## src/rtl/output_port_arbiter_pkg.sv

```systemverilog
// Leaf-interface package: default widths, packet type, grant-index width helper.
// Latency: n/a (types and constants only).
// Backpressure: n/a.
package output_port_arbiter_pkg;

  localparam int PACKET_BITS_DEF   = 97;
  localparam int NUM_OUT_PORTS_DEF = 7;
  localparam int STAT_CNT_BITS_DEF = 32;

  // Grant index width; a single port still needs one bit to carry its index.
  function automatic int port_sel_bits(input int n);
    return (n > 1) ? $clog2(n) : 1;
  endfunction

  localparam int PORT_SEL_BITS_DEF = port_sel_bits(NUM_OUT_PORTS_DEF);

  typedef logic [PACKET_BITS_DEF-1:0] packet_t;

endpackage

```

## src/rtl/output_port_arbiter_if.sv

```systemverilog
// Bundle between the port FIFO cluster, the arbiter and the leaf link.
// Latency: n/a (wires only).
// Backpressure: dout_rdy from the link; rd_en_sel pops the FWFT FIFOs.
// Signals: internal_out/empty (FIFO heads), rd_en_sel (pop strobe),
//          dout/dout_vld/dout_rdy/dout_port (link stream), stat_pkt_cnt.
// master = arbiter side, slave = FIFO cluster + link side.
interface output_port_arbiter_if
  import output_port_arbiter_pkg::*;
#(
  parameter int PACKET_BITS   = PACKET_BITS_DEF,
  parameter int NUM_OUT_PORTS = NUM_OUT_PORTS_DEF,
  parameter int PORT_SEL_BITS = PORT_SEL_BITS_DEF,
  parameter int STAT_CNT_BITS = STAT_CNT_BITS_DEF
) ();

  logic [PACKET_BITS*NUM_OUT_PORTS-1:0]   internal_out;
  logic [NUM_OUT_PORTS-1:0]               empty;
  logic [NUM_OUT_PORTS-1:0]               rd_en_sel;
  logic [PACKET_BITS-1:0]                 dout;
  logic                                   dout_vld;
  logic                                   dout_rdy;
  logic [PORT_SEL_BITS-1:0]               dout_port;
  logic [STAT_CNT_BITS*NUM_OUT_PORTS-1:0] stat_pkt_cnt;

  modport master (
    input  internal_out, empty, dout_rdy,
    output rd_en_sel, dout, dout_vld, dout_port, stat_pkt_cnt
  );

  modport slave (
    output internal_out, empty, dout_rdy,
    input  rd_en_sel, dout, dout_vld, dout_port, stat_pkt_cnt
  );

endinterface

```

## src/rtl/output_port_arbiter_rr_priority_sel.sv

```systemverilog
// Round-robin priority select: first requester after i_last_grant, wrapping at N.
// Latency: combinational.
// Backpressure: none; caller decides whether the grant is used.
// Ports: i_req (request vector), i_last_grant (previous winner),
//        o_grant (one-hot), o_grant_idx (winner index), o_any_req.
module rr_priority_sel
  import output_port_arbiter_pkg::*;
#(
  parameter int N        = NUM_OUT_PORTS_DEF,
  parameter int SEL_BITS = port_sel_bits(N)
) (
  input  logic [N-1:0]        i_req,
  input  logic [SEL_BITS-1:0] i_last_grant,
  output logic [N-1:0]        o_grant,
  output logic [SEL_BITS-1:0] o_grant_idx,
  output logic                o_any_req
);

  logic [SEL_BITS-1:0] w_cand;
  logic                w_found;

  // Scan offsets 1..N so the last winner is considered last; the modulo keeps
  // the candidate inside 0..N-1 even when N is not a power of two.
  always_comb begin
    o_grant     = '0;
    o_grant_idx = '0;
    w_found     = 1'b0;
    w_cand      = '0;
    for (int k = 1; k <= N; k++) begin
      w_cand = SEL_BITS'((32'(i_last_grant) + 32'(k)) % 32'(N));
      if (!w_found && i_req[w_cand]) begin
        w_found          = 1'b1;
        o_grant_idx      = w_cand;
        o_grant[w_cand]  = 1'b1;
      end
    end
  end

  assign o_any_req = |i_req;

endmodule

```

## src/rtl/output_port_arbiter.sv

```systemverilog
// Round-robin drain of the per-port FWFT FIFOs into one registered link stream.
// Latency: 1 cycle from empty falling to dout_vld; one packet per cycle sustained.
// Backpressure: while dout_vld & ~dout_rdy all state holds and no FIFO is popped.
// Ports: clk, reset (sync, active-high), arb_if (master modport of
//        output_port_arbiter_if). Optional macro OUTPUT_ARB_STATS_EN enables the
//        per-port accepted-packet counters; otherwise stat_pkt_cnt is tied to 0.
module output_port_arbiter
  import output_port_arbiter_pkg::*;
#(
  parameter int PACKET_BITS   = PACKET_BITS_DEF,
  parameter int NUM_OUT_PORTS = NUM_OUT_PORTS_DEF,
  parameter int PORT_SEL_BITS = PORT_SEL_BITS_DEF,
  parameter int STAT_CNT_BITS = STAT_CNT_BITS_DEF
) (
  input  logic                  clk,
  input  logic                  reset,
  output_port_arbiter_if.master arb_if
);

  localparam logic [PORT_SEL_BITS-1:0] LAST_PORT = PORT_SEL_BITS'(NUM_OUT_PORTS - 1);

  logic [PACKET_BITS-1:0]   w_port_pkt [NUM_OUT_PORTS];
  logic [NUM_OUT_PORTS-1:0] w_req;
  logic [NUM_OUT_PORTS-1:0] w_grant;
  logic [PORT_SEL_BITS-1:0] w_sel_idx;
  logic                     w_any_req;
  logic                     w_load;
  logic                     w_pop;

  logic [PACKET_BITS-1:0]   r_dout;
  logic                     r_dout_vld;
  logic [PORT_SEL_BITS-1:0] r_dout_port;
  logic [PORT_SEL_BITS-1:0] r_last_grant;

  for (genvar gi = 0; gi < NUM_OUT_PORTS; gi++) begin : g_unpack
    assign w_port_pkt[gi] = arb_if.internal_out[PACKET_BITS*gi +: PACKET_BITS];
  end

  assign w_req = ~arb_if.empty;

  rr_priority_sel #(
    .N        (NUM_OUT_PORTS),
    .SEL_BITS (PORT_SEL_BITS)
  ) u_rr_sel (
    .i_req        (w_req),
    .i_last_grant (r_last_grant),
    .o_grant      (w_grant),
    .o_grant_idx  (w_sel_idx),
    .o_any_req    (w_any_req)
  );

  // Output register is free when empty or being drained this same cycle.
  assign w_load = ~r_dout_vld | arb_if.dout_rdy;
  // Pop is suppressed during reset so a packet is never lost to a dropped load.
  assign w_pop  = w_load & w_any_req & ~reset;

  assign arb_if.rd_en_sel = w_pop ? w_grant : '0;
  assign arb_if.dout      = r_dout;
  assign arb_if.dout_vld  = r_dout_vld;
  assign arb_if.dout_port = r_dout_port;

  always_ff @(posedge clk) begin
    if (reset) begin
      r_dout       <= '0;
      r_dout_vld   <= 1'b0;
      r_dout_port  <= '0;
      r_last_grant <= LAST_PORT;
    end else if (w_pop) begin
      r_dout       <= w_port_pkt[w_sel_idx];
      r_dout_vld   <= 1'b1;
      r_dout_port  <= w_sel_idx;
      r_last_grant <= w_sel_idx;
    end else if (w_load) begin
      // Nothing to load: drop valid but keep the last packet and its port.
      r_dout_vld   <= 1'b0;
    end
  end

`ifdef OUTPUT_ARB_STATS_EN
  logic [STAT_CNT_BITS-1:0] r_stat_cnt [NUM_OUT_PORTS];

  always_ff @(posedge clk) begin
    if (reset) begin
      for (int i = 0; i < NUM_OUT_PORTS; i++) begin
        r_stat_cnt[i] <= '0;
      end
    end else if (r_dout_vld && arb_if.dout_rdy) begin
      r_stat_cnt[r_dout_port] <= r_stat_cnt[r_dout_port] + STAT_CNT_BITS'(1);
    end
  end

  for (genvar gs = 0; gs < NUM_OUT_PORTS; gs++) begin : g_stat
    assign arb_if.stat_pkt_cnt[STAT_CNT_BITS*gs +: STAT_CNT_BITS] = r_stat_cnt[gs];
  end
`else
  assign arb_if.stat_pkt_cnt = '0;
`endif

endmodule
```

## src/flat_wrapper.sv

```systemverilog
// flat-port wrapper written by rule: the top's interface ports become plain ports
module output_port_arbiter_flat import output_port_arbiter_pkg::*;
#(
  parameter int PACKET_BITS   = PACKET_BITS_DEF,
  parameter int NUM_OUT_PORTS = NUM_OUT_PORTS_DEF,
  parameter int PORT_SEL_BITS = PORT_SEL_BITS_DEF,
  parameter int STAT_CNT_BITS = STAT_CNT_BITS_DEF
)
  (clk, reset, arb_if_internal_out, arb_if_empty, arb_if_dout_rdy, arb_if_rd_en_sel, arb_if_dout, arb_if_dout_vld, arb_if_dout_port, arb_if_stat_pkt_cnt);
  output_port_arbiter_if #(.PACKET_BITS(PACKET_BITS), .NUM_OUT_PORTS(NUM_OUT_PORTS), .PORT_SEL_BITS(PORT_SEL_BITS), .STAT_CNT_BITS(STAT_CNT_BITS)) arb_if_i ();
  input  logic clk;
  input  logic reset;
  input wire logic [$bits(arb_if_i.internal_out)-1:0] arb_if_internal_out;
  input wire logic [$bits(arb_if_i.empty)-1:0] arb_if_empty;
  input wire logic [$bits(arb_if_i.dout_rdy)-1:0] arb_if_dout_rdy;
  output wire logic [$bits(arb_if_i.rd_en_sel)-1:0] arb_if_rd_en_sel;
  output wire logic [$bits(arb_if_i.dout)-1:0] arb_if_dout;
  output wire logic [$bits(arb_if_i.dout_vld)-1:0] arb_if_dout_vld;
  output wire logic [$bits(arb_if_i.dout_port)-1:0] arb_if_dout_port;
  output wire logic [$bits(arb_if_i.stat_pkt_cnt)-1:0] arb_if_stat_pkt_cnt;
  assign arb_if_i.internal_out = arb_if_internal_out;
  assign arb_if_i.empty = arb_if_empty;
  assign arb_if_i.dout_rdy = arb_if_dout_rdy;
  assign arb_if_rd_en_sel = arb_if_i.rd_en_sel;
  assign arb_if_dout = arb_if_i.dout;
  assign arb_if_dout_vld = arb_if_i.dout_vld;
  assign arb_if_dout_port = arb_if_i.dout_port;
  assign arb_if_stat_pkt_cnt = arb_if_i.stat_pkt_cnt;
  output_port_arbiter #(.PACKET_BITS(PACKET_BITS), .NUM_OUT_PORTS(NUM_OUT_PORTS), .PORT_SEL_BITS(PORT_SEL_BITS), .STAT_CNT_BITS(STAT_CNT_BITS)) u_core (.clk(clk), .reset(reset), .arb_if(arb_if_i));
endmodule
```

## config.mk

```make
export PLATFORM = sky130hd
export DESIGN_NAME = output_port_arbiter_flat
export DESIGN_NICKNAME = d
export VERILOG_FILES = /design/src/rtl/output_port_arbiter_pkg.sv /design/src/rtl/output_port_arbiter_if.sv /design/src/rtl/output_port_arbiter_rr_priority_sel.sv /design/src/rtl/output_port_arbiter.sv /design/src/flat_wrapper.sv
export SDC_FILE = /design/constraint.sdc
export NUM_CORES = 1
export LEC_CHECK = 0
export BUFFER_PORTS_ARGS = -buffer_cell sky130_fd_sc_hd__buf_2
export CAP_MARGIN = 20
export CORE_AREA = 2 2 396 398
export DETAILED_ROUTE_END_ITERATION = 10
export DIE_AREA = 0 0 398 400
export GPL_TIMING_DRIVEN = 0
export PLACE_DENSITY_LB_ADDON = 0.08
export SLEW_MARGIN = 20
export SYNTH_ARGS = -nofsm -noshare
export SYNTH_HDL_FRONTEND = slang
export SYNTH_SLANG_ARGS = --single-unit
```

## constraint.sdc

```tcl
create_clock -name clk -period 10.1 [get_ports clk]
set_input_delay 3.03 -clock clk [delete_from_list [all_inputs] [get_ports clk]]
set_output_delay 3.03 -clock clk [all_outputs]
set_load 0.05 [all_outputs]
```

# --- Yosys cells after proc, flatten, opt, wreduce, memory -nomap -nowiden ---
# Cells that the tools add are included.
op_classes:
  magnitude_cmp: 15
  n_mux: 54
  div_mod_pow: 7
  add_sub_neg: 7
  n_bitwise: 13
  reduce_logical: 21
op_table:
  columns: ["op", "n"]
  rows:
  - ["$bmux W97 S3", 1]
  - ["$mod A32 B3 Y32 const B", 7]
  - ["$mux W97", 2]
  - ["$mux W7", 8]
  - ["$or A7 B7 Y7", 6]
  - ["$lt A3 B4 Y1 const B", 7]
  - ["$mux W1", 22]
  - ["$bmux W1 S3", 7]
  - ["$demux W1 S3", 7]
  - ["$ge A3 B1 Y1 const B", 7]
  - ["$mux W3", 7]
  - ["$add A3 B3 Y4 const B", 4]
  - ["$logic_and A1 B1 Y1", 13]
  - ["$add A3 B2 Y4 const B", 2]
  - ["$not A7 Y7", 1]
  - ["$reduce_or A7 Y1", 1]
  - ["$logic_not A1 Y1", 6]
  - ["$add A3 B1 Y4 const B", 1]
  - ["$ge A4 B4 Y1 const B", 1]
  - ["$not A3 Y4", 1]
  - ["$and A1 B1 Y1", 2]
  - ["$not A1 Y1", 2]
  - ["$reduce_bool A2 Y1", 1]
  - ["$or A1 B1 Y1", 1]
word_totals:
  word_cells: 121
  regBits: 104
  output_inout_bits: 332

# --- Logic depth before layout (Yosys ltp) ---
depth:
  word_depth: 27
  mapped_depth: 27
  ltp_nobuf: 17

# --- Cells and area by module ---
# From an unflattened synthesis, not the netlist that was laid out.
hier_totals:
  hier_cells: 1609
  hier_area_um2: 13883.3
by_module_without_submodules:
  columns: ["module", "seq_area_each_um2", "instances", "cells_each", "area_each_um2"]
  rows:
  - ["output_port_arbiter", 2062.0, 1, 1175, 10719.0]
  - ["rr_priority_sel", 0.0, 1, 434, 3164.3]

# --- Worst setup path before layout ---
# Ideal clock, no wire load.
synth_path:
  path_kind: "in2out"
  startpoint: "in arb_if_empty[0]"
  endpoint: "out arb_if_rd_en_sel[4]"
  path_stages: 13
  t_arrival_ns: 6.481
  path_slack_ns: 0.589
  cell_sequence: "clkbuf_1 > mux2_2 > mux2i_1 > mux2_2 > a22o_1 > o22ai_2 > o211ai_4 > or3_4 > nor3_4 > clkbuf_1 > clkbuf_1 > a2bb2oi_1 > a31oi_1"
synth_via:
  elab_chain_cells: 23
synth_lines:
  columns: ["element", "line", "source"]
  rows:
  - ["from (decl)", "flat_wrapper.sv:14", "input wire logic [$bits(arb_if_i.empty)-1:0] arb_if_empty;"]
  - ["$not A7 Y7 (*)", "output_port_arbiter.sv:39", "assign w_req = ~arb_if.empty;"]
  - ["$bmux W1 S3", "output_port_arbiter_rr_priority_sel.sv:31", "if (!w_found && i_req[w_cand]) begin"]
  - ["$mux W1 (implied by the code)", "output_port_arbiter_rr_priority_sel.sv:31", null]
  - ["$mux W1", "output_port_arbiter_rr_priority_sel.sv:31", null]
  - ["$logic_not A1 Y1", "output_port_arbiter_rr_priority_sel.sv:31", null]
  - ["$logic_and A1 B1 Y1", "output_port_arbiter_rr_priority_sel.sv:31", null]
  - ["$mux W1", "output_port_arbiter_rr_priority_sel.sv:31", null]
  - ["$logic_not A1 Y1", "output_port_arbiter_rr_priority_sel.sv:31", null]
  - ["[7 not listed]", null, null]
  - ["$mux W1", "output_port_arbiter_rr_priority_sel.sv:31", null]
  - ["$logic_not A1 Y1", "output_port_arbiter_rr_priority_sel.sv:31", null]
  - ["$logic_and A1 B1 Y1", "output_port_arbiter_rr_priority_sel.sv:31", null]
  - ["$mux W1", "output_port_arbiter_rr_priority_sel.sv:31", null]
  - ["$logic_not A1 Y1", "output_port_arbiter_rr_priority_sel.sv:31", null]
  - ["$logic_and A1 B1 Y1", "output_port_arbiter_rr_priority_sel.sv:31", null]
  - ["$mux W7", "output_port_arbiter_rr_priority_sel.sv:31", null]
  - ["$mux W7 (*)", "output_port_arbiter.sv:57", "assign arb_if.rd_en_sel = w_pop ? w_grant : '0;"]
  - ["to (decl)", "flat_wrapper.sv:16", "output wire logic [$bits(arb_if_i.rd_en_sel)-1:0] arb_if_rd_en_sel;"]
# Every way passes the cells marked *; elsewhere a longest branch is shown, timed or not. The select of a mux whose other input is x is not followed.

# --- Final worst setup path ---
layout_path:
  startpoint: "in arb_if_empty[1]"
  endpoint: "out arb_if_rd_en_sel[6]"
# The elaborated chain is that of the path after synthesis.

==> metrics list <==
- Run status: finished clean
- Average wire per cell in the routed design: 27.9 um
- Combined area of all synthesized cells: 0.0139 mm^2
- After detailed routing, the number of remaining DRC violations is 0.
* Clock latency of the later-clocked register in the worst-skew pair: 0.47 ns
* Residual overflow from global routing: 0
- Maximum buffer depth of the clock tree: 2
- Final setup viols: 0
- Post-route minimum period: 9.92 ns
- The pre-antenna-repair detailed-routing pass consisted of 5 iterations.
- The first global-routing pass estimated 178000 um of wire.
- Largest fanout on the critical path: 10
* Initial antenna violation count: 132
- Synthesis inferred 103 register bits.
- Max_cap viols: 0
- Critical path data arrival time: 6.89 ns
- The floorplan has 145 rows.
- Pins over their slew limit: 0
- Headroom to the max-slew limit: 30.1%
* Type of the tightest min-delay check: register to register
- Largest area contributor in the netlist: dfxtp_1
- Port buffering added 791 buffers.
- Post-detailed-routing wire length: 139000 um
- Summed over all failing endpoints, the final setup total negative slack is 0 ns.
* Layout Area Growth over Synthesis: 58.1%
- The most used flip-flop cell after synthesis is dfxtp_1.
- Traced cell by cell, the critical path runs through clkbuf_2, inv_1, nor2_1, o32ai_1, a32oi_1, a221o_1, o211ai_4, or3_4, or3_1, buf_4, clkbuf_8, nor3_1, o41a_1, buf_6.
- Die span in y: 400 um
* Sequential share of the synthesized area: 14.8%
- Total number of vias: 19300
- Post-synth top area share: 14.8%
* Die span in x: 398 um
- Share of layout cells above drive strength 1: 39.3%
- For this design, the slowest cell found on the critical path is a221o_1.
* Count of distinct cell types in the synthesized netlist: 90
- Count of flip-flops with a built-in enable after synthesis: 0
* Number of DRC markers in iteration 0: 1400
* Detail Placement HPWL: 119000 um
* Achievable frequency: 101 MHz
* Number of global-route vias before repair: 18600
- The worst setup path is captured at an output port.
* Worst Setup Start Kind: input pin
* Clk_skew: 0.0298 ns
- In this run the number of H-tree levels came out at 3.
- At the pin with the least slew margin, the transition time is 1.04 ns.
- The count of final hold-check violations was 0.
* Mean instance size in the synthesized netlist: 7.42 um^2
- In this design, the stage delay of the slowest critical-path cell is 0.48 ns.
* Floorplan die area: 0.159 mm^2
- Largest net degree at the start of global routing: 21
* Async set-or-reset flop fraction in the synthesized netlist: 0%
- Initial standard-cell utilization of the core: 8.98%
* Clock root buffer: clkbuf_16
* Final worst path period share: 98.3%
* Worst setup path category: input pin to output port
- Global routing used 16.6% of the available tracks.
* Clock transition at the register clock pins on the worst setup and hold paths after CTS: 0.09 ns
- Count of boundary I/O pins: 1021
- Ranked by total cell area, the synthesized netlist is headed by dfxtp_1 (15%), buf_4 (12%), mux2i_1 (8.3%).
- Routability-driven placement finished with a final weighted congestion of 0.845.
- During synthesis, Yosys emitted a total of 0 warnings.
* Required time of the critical path: 7.07 ns
* Number of instances in the synthesized netlist: 1878
- CTS buffer count: 9
- The core region is 0.155 mm^2.
* Detail Route Antenna Nets: 0
- Clk sink count: 103
* Worst hold slack after final layout: 0.463 ns
- Count of hold-fix buffers inserted at cts: 0
- Clock tree from TritonCTS: yes
- Number of nets in the final layout: 3621
- Using the TritonRoute via totals, the vias-per-cell ratio works out to 3.86.
## final timing paths
| kind | from | to | slack [ns] | cells after the start |
|---|---|---|---|---|
| setup / recovery | arb_if_empty[1] | arb_if_rd_en_sel[6] | 0.18 | 14 |
| hold / removal | u_core.arb_if.dout_port[2] | u_core.arb_if.dout_port[2] | 0.46 | 1 |
| setup reg to reg | u_core.r_last_grant[0] | u_core.arb_if.dout[68] | 2.59 | 26 |
| hold reg to reg | u_core.arb_if.dout_port[2] | u_core.arb_if.dout_port[2] | 0.46 | 1 |
## logic make-up (layout without fill, tap and decap cells)
family | after synthesis | in the layout | share of synthesized area, %
adder cells (fa/ha/maj) | 21 | 21 | 1.89
XOR/XNOR | 14 | 14 | 0.988
multiplexers | 120 | 120 | 8.67
AO/OA/AOI/OAI | 772 | 772 | 40.1
flip-flops | 103 | 103 | 14.8
AND/OR/NAND/NOR | 402 | 402 | 15.1
other | 1 | 249 | 0.0269
buffers and inverters | 445 | 1260 | 18.4
## synth_stat cells (4+ instances only)
master	instances
nand2b_1	11
nor2_1	31
o211a_1	7
buf_2	28
nand2_1	46
o22ai_1	11
ha_1	21
a31oi_1	13
or3_1	11
a211oi_1	9
o31ai_1	8
buf_4	227
o21ai_0	220
o32ai_1	4
buf_1	21
mux2i_1	115
a22oi_1	98
nand3b_1	9
o221ai_1	4
a2111oi_0	4
nand4_1	7
a311oi_1	7
o21a_1	5
o211ai_1	5
xnor2_1	8
a21oi_1	23
and2_1	10
xor2_1	4
a211o_1	101
o2111ai_1	100
o32a_1	4
a21o_1	102
nor2b_1	11
mux2_2	5
dfxtp_1	103
nor4_1	6
inv_1	19
nor3_1	21
clkbuf_1	147
nand3_1	214
## critical path, delay by kind of cell
family / cells / cell delay, ns
and+or+nand+nor: 4 / 1.26
AOI/OAI and AO/OA: 5 / 1.49
buffers and inverters: 5 / 1.09
## registers in the layout (all words and copies together) (netlist names)
name and cells:
u_core.arb_if.dout 97, u_core.arb_if.dout_port 2, u_core.r_last_grant 3, u_core.arb_if.dout_vld 1
## cells in the final DEF (no fill, tap or decap), types with 45 or more instances in the layout
cell       Yosys  final
buf_2         28    808
a22oi_1       98     98
dfxtp_1      103    101
mux2i_1      115    115
a21o_1       102    102
conb_1         1    224
nand3_1      214    212
nand2_1       46     45
a211o_1      101    101
o21ai_0      220    220
clkbuf_1     147    128
buf_4        227    245
o2111ai_1    100     99
## repair_timing
item / in CTS / in global routing
pin swaps: 5 / 4
resized for setup: 40 / 27
endpoints found under the setup margin: 7 / 7
setup buffers: 5 / 3
endpoints found under the hold margin: 0 / 0
## layout make-up
type / instances / area (um^2)
fillers: 18200 / 133000
multi-input cells: 1553 / 10300
repair buffers: 802 / 4100
well taps: 2058 / 2570
plain buffers: 421 / 2550
flip-flops and latches: 103 / 2070
clock buffers: 9 / 225
inverters: 21 / 78.8
clock inverters: 7 / 72.6
diodes: 25 / 62.6
## stage by stage
stage / setup WS [ns] / std cells / utilization [%] / instance area, um^2
2_1_floorplan: 0.589 / 2101 / - / 14800
3_3_place_gp: -2.90 / 4950 / 13.7 / 21300
3_5_place_dp: -2.40 / 4953 / 13.8 / 21400
4_1_cts: 0.00188 / 4971 / 14.1 / 21900
5_1_grt: -0.00467 / 4991 / 14.2 / 22000
6_report: 0.176 / 4999 / 14.2 / 22000
## per-layer routing
layer	wire length, um	share of wire [%]	global-route usage (%)
met5	429	0.31	0
met4	2160	1.5	2.68
met3	9290	6.7	4.32
met2	67200	48	28.1
met1	60400	43	21.3
Power is not shown: default switching activity piles up to over one toggle a cycle in this logic, so the estimate is an artifact.
